<file path="config.mk">
export PLATFORM = sky130hd
export DESIGN_NAME = alarm_ring_controller_flat
export DESIGN_NICKNAME = d
export VERILOG_FILES = /design/src/rtl/alarm_ring_controller_if.sv /design/src/rtl/alarm_ring_controller.sv /design/src/flat_wrapper.sv
export SDC_FILE = /design/constraint.sdc
export NUM_CORES = 1
export LEC_CHECK = 0
export ABC_CLOCK_PERIOD_IN_PS = 2550
export CORE_ASPECT_RATIO = 1.5
export CORE_MARGIN = 3
export CORE_UTILIZATION = 45
export CTS_BUF_LIST = sky130_fd_sc_hd__clkbuf_4 sky130_fd_sc_hd__clkbuf_8
export DETAILED_ROUTE_END_ITERATION = 6
export PLACE_DENSITY_LB_ADDON = 0.3
export SLEW_MARGIN = 20
export SYNTH_ARGS = -nofsm -noshare
export SYNTH_HDL_FRONTEND = slang
export SYNTH_SLANG_ARGS = --single-unit
</file>
<file path="constraint.sdc">
create_clock -name clk -period 2.55 [get_ports clk]
set_input_delay 0.51 -clock clk [delete_from_list [all_inputs] [get_ports clk]]
set_output_delay 0.51 -clock clk [all_outputs]
set_load 0.005 [all_outputs]
</file>
<file path="src/rtl/alarm_ring_controller_if.sv">
// Alarm-path signal bundle between the time-of-day block and the ring controller.
// The controller sits on the slave side; the time source and buttons drive the master side.
interface alarm_ring_controller_if;
  logic       min_tick;
  logic       sec_tick;
  logic [4:0] cur_hours;
  logic [5:0] cur_minutes;
  logic [4:0] alarm_hours;
  logic [5:0] alarm_minutes;
  logic       alarm_en;
  logic       stop_btn;
  logic       snooze_btn;
  logic       buzzer;
  logic       ringing;
  logic       snoozing;
  logic [1:0] snooze_count;
  logic [1:0] state;

  modport slave (
    input  min_tick,
    input  sec_tick,
    input  cur_hours,
    input  cur_minutes,
    input  alarm_hours,
    input  alarm_minutes,
    input  alarm_en,
    input  stop_btn,
    input  snooze_btn,
    output buzzer,
    output ringing,
    output snoozing,
    output snooze_count,
    output state
  );

  modport master (
    output min_tick,
    output sec_tick,
    output cur_hours,
    output cur_minutes,
    output alarm_hours,
    output alarm_minutes,
    output alarm_en,
    output stop_btn,
    output snooze_btn,
    input  buzzer,
    input  ringing,
    input  snoozing,
    input  snooze_count,
    input  state
  );
endinterface

</file>
<file path="src/rtl/alarm_ring_controller.sv">
// Alarm ring sequencer: minute-boundary match, buzzer drive,
// stop/snooze handling with bounded snoozes and unattended-ring timeout.
module alarm_ring_controller #(
  parameter int SNOOZE_MIN       = 5,
  parameter int RING_TIMEOUT_MIN = 10,
  parameter int MAX_SNOOZE       = 3
) (
  input logic                  clk,
  input logic                  rst_n,
  alarm_ring_controller_if.slave bus
);

  typedef enum logic [1:0] {
    DISARMED = 2'd0,
    ARMED    = 2'd1,
    RINGING  = 2'd2,
    SNOOZE   = 2'd3
  } state_e;

  localparam logic [4:0] SNZ  = 5'(SNOOZE_MIN);
  localparam logic [4:0] TMO  = 5'(RING_TIMEOUT_MIN);
  localparam logic [1:0] MAXS = 2'(MAX_SNOOZE);

  state_e     state_q, state_d;
  logic       buz_q, buz_d;
  logic [1:0] sc_q, sc_d;
  logic [4:0] cnt_q, cnt_d;
  logic       ring_q, snz_q;
  logic       stop_q, snzb_q;

  logic stop_e;
  logic snz_e;
  logic match;

  always_comb begin
    stop_e = bus.stop_btn & ~stop_q;
    snz_e  = bus.snooze_btn & ~snzb_q;
    match  = bus.min_tick
           && (bus.alarm_hours < 5'd24)
           && (bus.alarm_minutes < 6'd60)
           && (bus.cur_hours == bus.alarm_hours)
           && (bus.cur_minutes == bus.alarm_minutes);
  end

  always_comb begin
    state_d = state_q;
    buz_d   = buz_q;
    sc_d    = sc_q;
    cnt_d   = cnt_q;
    if (!bus.alarm_en) begin
      state_d = DISARMED;
      buz_d   = 1'b0;
      sc_d    = 2'd0;
      cnt_d   = 5'd0;
    end else begin
      unique case (state_q)
        DISARMED: state_d = ARMED;
        ARMED: begin
          if (match) begin
            state_d = RINGING;
            buz_d   = 1'b1;
            sc_d    = 2'd0;
            cnt_d   = 5'd0;
          end
        end
        RINGING: begin
          if (stop_e) begin
            state_d = ARMED;
            buz_d   = 1'b0;
            sc_d    = 2'd0;
            cnt_d   = 5'd0;
          end else if (snz_e && (sc_q < MAXS)) begin
            state_d = SNOOZE;
            buz_d   = 1'b0;
            sc_d    = sc_q + 2'd1;
            cnt_d   = SNZ;
          end else begin
            if (bus.sec_tick) buz_d = ~buz_q;
            // timeout wins over a same-cycle buzzer toggle
            if (bus.min_tick) begin
              if (cnt_q + 5'd1 == TMO) begin
                state_d = ARMED;
                buz_d   = 1'b0;
                sc_d    = 2'd0;
                cnt_d   = 5'd0;
              end else begin
                cnt_d = cnt_q + 5'd1;
              end
            end
          end
        end
        SNOOZE: begin
          if (stop_e) begin
            state_d = ARMED;
            buz_d   = 1'b0;
            sc_d    = 2'd0;
            cnt_d   = 5'd0;
          end else if (bus.min_tick) begin
            if (cnt_q == 5'd1) begin
              state_d = RINGING;
              buz_d   = 1'b1;
              cnt_d   = 5'd0;
            end else begin
              cnt_d = cnt_q - 5'd1;
            end
          end
        end
      endcase
    end
  end

  always_ff @(posedge clk or negedge rst_n) begin
    if (!rst_n) begin
      state_q <= DISARMED;
      buz_q   <= 1'b0;
      sc_q    <= 2'd0;
      cnt_q   <= 5'd0;
      ring_q  <= 1'b0;
      snz_q   <= 1'b0;
      stop_q  <= 1'b0;
      snzb_q  <= 1'b0;
    end else begin
      state_q <= state_d;
      buz_q   <= buz_d;
      sc_q    <= sc_d;
      cnt_q   <= cnt_d;
      ring_q  <= (state_d == RINGING);
      snz_q   <= (state_d == SNOOZE);
      stop_q  <= bus.stop_btn;
      snzb_q  <= bus.snooze_btn;
    end
  end

  assign bus.buzzer       = buz_q;
  assign bus.ringing      = ring_q;
  assign bus.snoozing     = snz_q;
  assign bus.snooze_count = sc_q;
  assign bus.state        = state_q;

endmodule

</file>
<file path="src/flat_wrapper.sv">
// flat-port wrapper written by rule: the top's interface ports become plain ports
module alarm_ring_controller_flat 
#(
  parameter int SNOOZE_MIN       = 5,
  parameter int RING_TIMEOUT_MIN = 10,
  parameter int MAX_SNOOZE       = 3
)
  (clk, rst_n, bus_min_tick, bus_sec_tick, bus_cur_hours, bus_cur_minutes, bus_alarm_hours, bus_alarm_minutes, bus_alarm_en, bus_stop_btn, bus_snooze_btn, bus_buzzer, bus_ringing, bus_snoozing, bus_snooze_count, bus_state);
  alarm_ring_controller_if bus_i ();
  input logic clk;
  input logic rst_n;
  input wire logic [$bits(bus_i.min_tick)-1:0] bus_min_tick;
  input wire logic [$bits(bus_i.sec_tick)-1:0] bus_sec_tick;
  input wire logic [$bits(bus_i.cur_hours)-1:0] bus_cur_hours;
  input wire logic [$bits(bus_i.cur_minutes)-1:0] bus_cur_minutes;
  input wire logic [$bits(bus_i.alarm_hours)-1:0] bus_alarm_hours;
  input wire logic [$bits(bus_i.alarm_minutes)-1:0] bus_alarm_minutes;
  input wire logic [$bits(bus_i.alarm_en)-1:0] bus_alarm_en;
  input wire logic [$bits(bus_i.stop_btn)-1:0] bus_stop_btn;
  input wire logic [$bits(bus_i.snooze_btn)-1:0] bus_snooze_btn;
  output wire logic [$bits(bus_i.buzzer)-1:0] bus_buzzer;
  output wire logic [$bits(bus_i.ringing)-1:0] bus_ringing;
  output wire logic [$bits(bus_i.snoozing)-1:0] bus_snoozing;
  output wire logic [$bits(bus_i.snooze_count)-1:0] bus_snooze_count;
  output wire logic [$bits(bus_i.state)-1:0] bus_state;
  assign bus_i.min_tick = bus_min_tick;
  assign bus_i.sec_tick = bus_sec_tick;
  assign bus_i.cur_hours = bus_cur_hours;
  assign bus_i.cur_minutes = bus_cur_minutes;
  assign bus_i.alarm_hours = bus_alarm_hours;
  assign bus_i.alarm_minutes = bus_alarm_minutes;
  assign bus_i.alarm_en = bus_alarm_en;
  assign bus_i.stop_btn = bus_stop_btn;
  assign bus_i.snooze_btn = bus_snooze_btn;
  assign bus_buzzer = bus_i.buzzer;
  assign bus_ringing = bus_i.ringing;
  assign bus_snoozing = bus_i.snoozing;
  assign bus_snooze_count = bus_i.snooze_count;
  assign bus_state = bus_i.state;
  alarm_ring_controller #(.SNOOZE_MIN(SNOOZE_MIN), .RING_TIMEOUT_MIN(RING_TIMEOUT_MIN), .MAX_SNOOZE(MAX_SNOOZE)) u_core (.clk(clk), .rst_n(rst_n), .bus(bus_i));
endmodule
</file>
**Word-level counts from Yosys, hierarchy flattened**

Cells that the tools add are included.

- Output and inout bits: 7
- Logic and storage cells: 83
- Bits of input ports: 29
- Register bits: 14

- Muxes and demuxes: 39
- Reductions and logical operators: 9
- $lt $le $gt $ge: 3
- Eq/ne operators: 16
- Bitwise logic cells: 5
- Add/sub/neg operators: 3

Operator list:

| cell | number |
|---|---|
| 5-bit 2-to-1 mux | 9 |
| 2-bit 2-to-1 mux | 16 |
| 5-bit case mux with 3 select lines | 1 |
| 1-bit 2-to-1 mux | 10 |
| 2-bit == test, second input constant | 4 |
| 2-bit case mux with 4 select lines | 1 |
| 4-bit AND reduction | 2 |
| 6-bit == test | 1 |
| 6-bit < comparator, second input constant | 1 |
| 3-bit by 2-bit inequality test with 1-bit output, second input constant | 2 |
| 2-bit case mux with 3 select lines | 1 |
| 5-bit by 1-bit adder with 5-bit output, second input constant | 1 |
| 5-bit by 1-bit == test with 1-bit output, second input constant | 1 |
| 5-bit by 4-bit == test with 1-bit output, second input constant | 1 |
| 5-bit == test | 1 |
| 1-bit logical AND | 5 |
| 5-bit < comparator, second input constant | 1 |
| 5-bit by 2-bit inequality test with 1-bit output, second input constant | 1 |
| 5-bit by 3-bit inequality test with 1-bit output, second input constant | 1 |
| 5-bit AND reduction | 1 |
| 5-bit by 1-bit subtractor with 5-bit output, second input constant | 1 |
| 4-bit by 1-bit inequality test with 1-bit output, second input constant | 1 |
| 4-bit by 2-bit inequality test with 1-bit output, second input constant | 1 |
| 4-bit by 3-bit inequality test with 1-bit output, second input constant | 1 |
| 7 further kinds | 10 |

**Logic depth before layout (Yosys ltp)**

- Depth after elaboration: 9
- Depth in mapped cells: 8
- Depth with buffers taken out: 8

**Worst setup path before layout**

OpenSTA, ideal clock, no wires.

- Path type: input-to-reg
- From: in bus_alarm_hours[3]
- To: reg u_core.cnt_q[4]
- Setup slack: 588 ps
- Path buffers: 0
- Stages on the path: 6
- Data required time: 2425 ps
- Setup time: 125 ps
- Arrival: 1837 ps
- Cell sequence: and3b_1 o2111ai_1 o41a_1 or2_1 a311oi_2 o31ai_1

- Longest elaborated chain between the ends: 7
- Elaborated cells between the ends (all ways): 8
- Classes of those cells: order compare: 1; eq/ne: 2; reduce/logical: 5

Ends and longest elaborated chain:

| element | line | source |
|---|---|---|
| start: declaration | flat_wrapper.sv:16 | `input wire logic [$bits(bus_i.alarm_hours)-1:0] bus_alarm_hours;` |
| 5-bit < comparator | alarm_ring_controller.sv:39 | `&& (bus.alarm_hours < 5'd24)` |
| 1-bit logical AND | alarm_ring_controller.sv:39 |  |
| 1-bit logical AND | alarm_ring_controller.sv:40 | `&& (bus.alarm_minutes < 6'd60)` |
| 1-bit logical AND * | alarm_ring_controller.sv:41 | `&& (bus.cur_hours == bus.alarm_hours)` |
| 1-bit logical AND * | alarm_ring_controller.sv:42 | `&& (bus.cur_minutes == bus.alarm_minutes);` |
| 3-bit by 2-bit inequality test with 1-bit output (no line) * | n/a |  |
| 4-bit AND reduction (no line) * | n/a |  |
| end signal: assignment | alarm_ring_controller.sv:126 | `cnt_q <= cnt_d;` |
| end: declaration | alarm_ring_controller.sv:27 | `logic [4:0] cnt_q, cnt_d;` |

Mark *: on every way between the ends. The rest lies on a longest branch, timed or not.
A chain may end at the register's enable or synchronous reset.

**Worst setup path after layout**

Same ends and word-level chain as after synthesis.

==> key figures <==
Status
  – Status: finished clean

Global route
  – Met2 Use GR: 0.3624
  – First-pass GRT wire length: 5181 um
  – Largest net degree at the start of global routing: 17
  – Met3 usage: 0.02632
  – Global-route usage over all layers: 0.2144
  – Initial antenna violation count: 0
  – Vias in the first global route: 1199
  – GRT overflow: 0
  – GRT Max-Usage Layer: met2
  – Met1 Use GR: 0.2625

Detailed routing
  – Pre-antenna DRT Iters: 4
  – DRT iter0 DRCs: 46
  – DR DRC count: 0
  – Vias: 1261
  – Routed Antenna Nets: 0
  – Drt wl/cell: 16.53 um
  – Drt via density: 6.121
  – Detailed-route wire length: 3406 um

CTS
  – # H-tree levels: 1
  – CTS tree: yes
  – Worst skew pair latency: 0.28 ns
  – Clock root buffer: clkbuf_4
  – Hold-fix buffers, CTS: 0
  – Gates resized, CTS repair: 0
  – Total clock sinks: 14
  – Setup bufs post-CTS: 0
  – CTS Buf Count: 3
  – CTS clk-pin slew, worst paths: 0.09 ns
  – Longest Clk Path Bufs: 2

Logic synthesis
  – Syn avg cell area: 8.186 sq um
  – Async S/R FF share, synth: 1.000
  – Yosys cell types: 44
  – Syn nets: 176
  – Post-synth EDFFs: 0
  – Post-synth top flop: dfrtp_1
  – Mapped cell area: 1162 sq um
  – Yosys Warn Count: 0
  – #FFs+latches synth: 14
  – Synth Instances: 142
  – Post-synthesis sequential area ratio: 0.3014

Setup path
  – Worst endpoint required time: 2.72 ns
  – R2r setup slk: 0.44 ns
  – Top delay family on crit path: compound AO/OA/AOI/OAI gates
  – Critical path class: in -> reg
  – Crit path DAT: 2.37 ns
  – Worst setup EP type: register
  – Worst-path fanout max: 3
  – Worst Setup Start Kind: input pin
  – WP buf/inv: 1
  – Crit-path max cell delay: 0.46 ns
  – Crit-path slowest cell: o41a_1
  – Crit-path cells: clkdlybuf4s50_1 > and3b_1 > o2111ai_1 > o41a_1 > or2_1 > a311oi_2 > o31ai_1

Timing
  – Slew Viols, Final: 0
  – Max Freq: 0.4549 GHz
  – Final hold vios: 0
  – Worst hold margin: 0.5579 ns
  – Setup tns final: 0 ns
  – Worst Tran Pin Value: 0.6578 ns
  – Final setup vio count: 0
  – Slew headroom: 0.5601
  – Clock Skew: 0.002764 ns
  – Final worst slack: 0.3517 ns
  – Crit path time final: 2.198 ns
  – RSZ-0062 raised after global routing: false
  – Period utilisation layout: 0.8621

Floorplan
  – Core region area: 2338 sq um
  – Die ar.: 3241 sq um
  – # IOs: 36
  – # rows: 21
  – Die Span Y: 68.25 um
  – Initial core utilization: 0.4971
  – Die Wd: 47.50 um

Place
  – I/O Buffers: 35
  – Routability Congestion: 0.8583
  – Pre-CTS setup slack: 0.04287 ns
  – Detailed placement HPWL: 2662 um

Cells and area
  – Share of layout cells above drive strength 1: 0.09290
  – Final nets: 218
  – Syn-to-layout area delta: 38.86%
  – Diodes inserted: 0

Power and ir drop
  – Worst vdd ir: 0.2773 mV
  – Switch share: 0.2497
  – Internal: 373.7 uW
  – Leakage: 0.6497 nW
  – Sequential fraction of design power: 0.452
  – NetSw: 124.4 uW
  – Comb pwr share: 0.214
  – Power density over the cells: 308.6 nW/um^2
  – Clk pwr share: 0.334
  – Final Total Pwr: 498.2 uW

Min path
  – HP Class: reg -> reg

Flow run
  – Maxcap violations: 0
kinds of logic (layout without fill, tap and decap cells):
logic type	after synthesis	after routing	share of synthesized area
AOI/OAI and AO/OA	37	37	0.2261
xor gates and xnor gates	11	11	0.08288
adders and majority gates	5	5	0.05382
buffers and inverters	14	55	0.04628
DFF	14	14	0.3014
muxes	2	2	0.01722
and+or+nand+nor	59	59	0.2723
power groups by stage:
stage | sequential [mW] | clock (mW) | combinational, mW
after floorplan | 0.230 | 0 | 0.0389
after global placement | 0.230 | 0 | 0.102
after detailed placement | 0.230 | 0 | 0.105
after CTS | 0.225 | 0.165 | 0.106
after global routing | 0.225 | 0.171 | 0.115
final | 0.225 | 0.166 | 0.106
cell usage after synthesis (2+ instances only):
| cell type | number | area, sq um |
|---|---|---|
| xnor2_1 | 11 | 96.34 |
| inv_1 | 8 | 30.03 |
| o21ai_0 | 7 | 35.03 |
| ha_1 | 5 | 62.56 |
| o32ai_1 | 2 | 17.52 |
| nand4_1 | 5 | 31.28 |
| nor2_1 | 12 | 45.04 |
| nand2_1 | 14 | 52.55 |
| and2_1 | 3 | 18.77 |
| and3_1 | 2 | 12.51 |
| nor2b_1 | 2 | 12.51 |
| a21oi_1 | 8 | 40.04 |
| clkbuf_1 | 5 | 18.77 |
| nor3_1 | 4 | 20.02 |
| nor4_1 | 3 | 18.77 |
| dfrtp_1 | 14 | 350.3 |
| a31oi_1 | 4 | 25.02 |
| nand3_1 | 5 | 25.02 |
| o31ai_1 | 2 | 15.01 |
| mux2i_1 | 2 | 20.02 |
per-layer routing:
metal / wire (um) / vias to the layer above / share of wire
met3: 156 / 13 / 0.046
li1: - / 605 / -
met4: 101 / 0 / 0.030
met1: 1310 / 596 / 0.38
met2: 1838 / 47 / 0.54
met5: 0 / - / 0
cell usage in the layout (no fill, tap or decap), types with 2 or more instances in the layout:
cell type,count
nand3_1,5
nor2_1,12
o32ai_1,2
nand2_1,14
clkdlybuf4s50_1,35
nor2b_1,2
o21ai_0,7
clkbuf_4,3
and2_1,3
a21oi_1,8
inv_1,8
mux2i_1,2
a31oi_1,4
xnor2_1,11
nor3_1,4
dfrtp_1,14
ha_1,5
and3_1,2
buf_4,8
nor4_1,3
nand4_1,5
o31ai_1,2
state kept, by name, summed over array words and instances (netlist names):
name	count
u_core.bus.buzzer	1
u_core.bus.snoozing	1
u_core.bus.state	2
u_core.cnt_q	5
u_core.bus.snooze_count	2
u_core.snzb_q	1
u_core.stop_q	1
u_core.bus.ringing	1
stage by stage:
step,util,instances,instance area [sq um]
2_1_floorplan,-,142,1162
3_3_place_gp,0.6747,202,1578
3_5_place_dp,0.6747,202,1578
4_1_cts,0.6902,206,1614
5_1_grt,0.6902,206,1614
6_report,0.6902,206,1614
final timing paths:
kind | from | endpoint | cells after the start
max in group asynchronous | rst_n | u_core.bus.snoozing | 1
max reg2reg | u_core.cnt_q[0] | u_core.bus.snoozing | 6
min in group asynchronous | rst_n | u_core.cnt_q[1] | 1
min | u_core.bus.snooze_count[1] | u_core.bus.snooze_count[1] | 1
max | bus_alarm_hours[3] | u_core.cnt_q[4] | 7
min reg2reg | u_core.bus.snooze_count[1] | u_core.bus.snooze_count[1] | 1
final cells by class:
| class | count | area [sq um] |
|---|---|---|
| well taps | 23 | 28.78 |
| repair buffers | 43 | 410.4 |
| clock buffers | 4 | 36.28 |
| fillers | 204 | 724.4 |
| multi-input cells | 114 | 758.2 |
| inverters | 8 | 30.03 |
| flip-flops and latches | 14 | 350.3 |
Power figures use the tool's default switching activity.
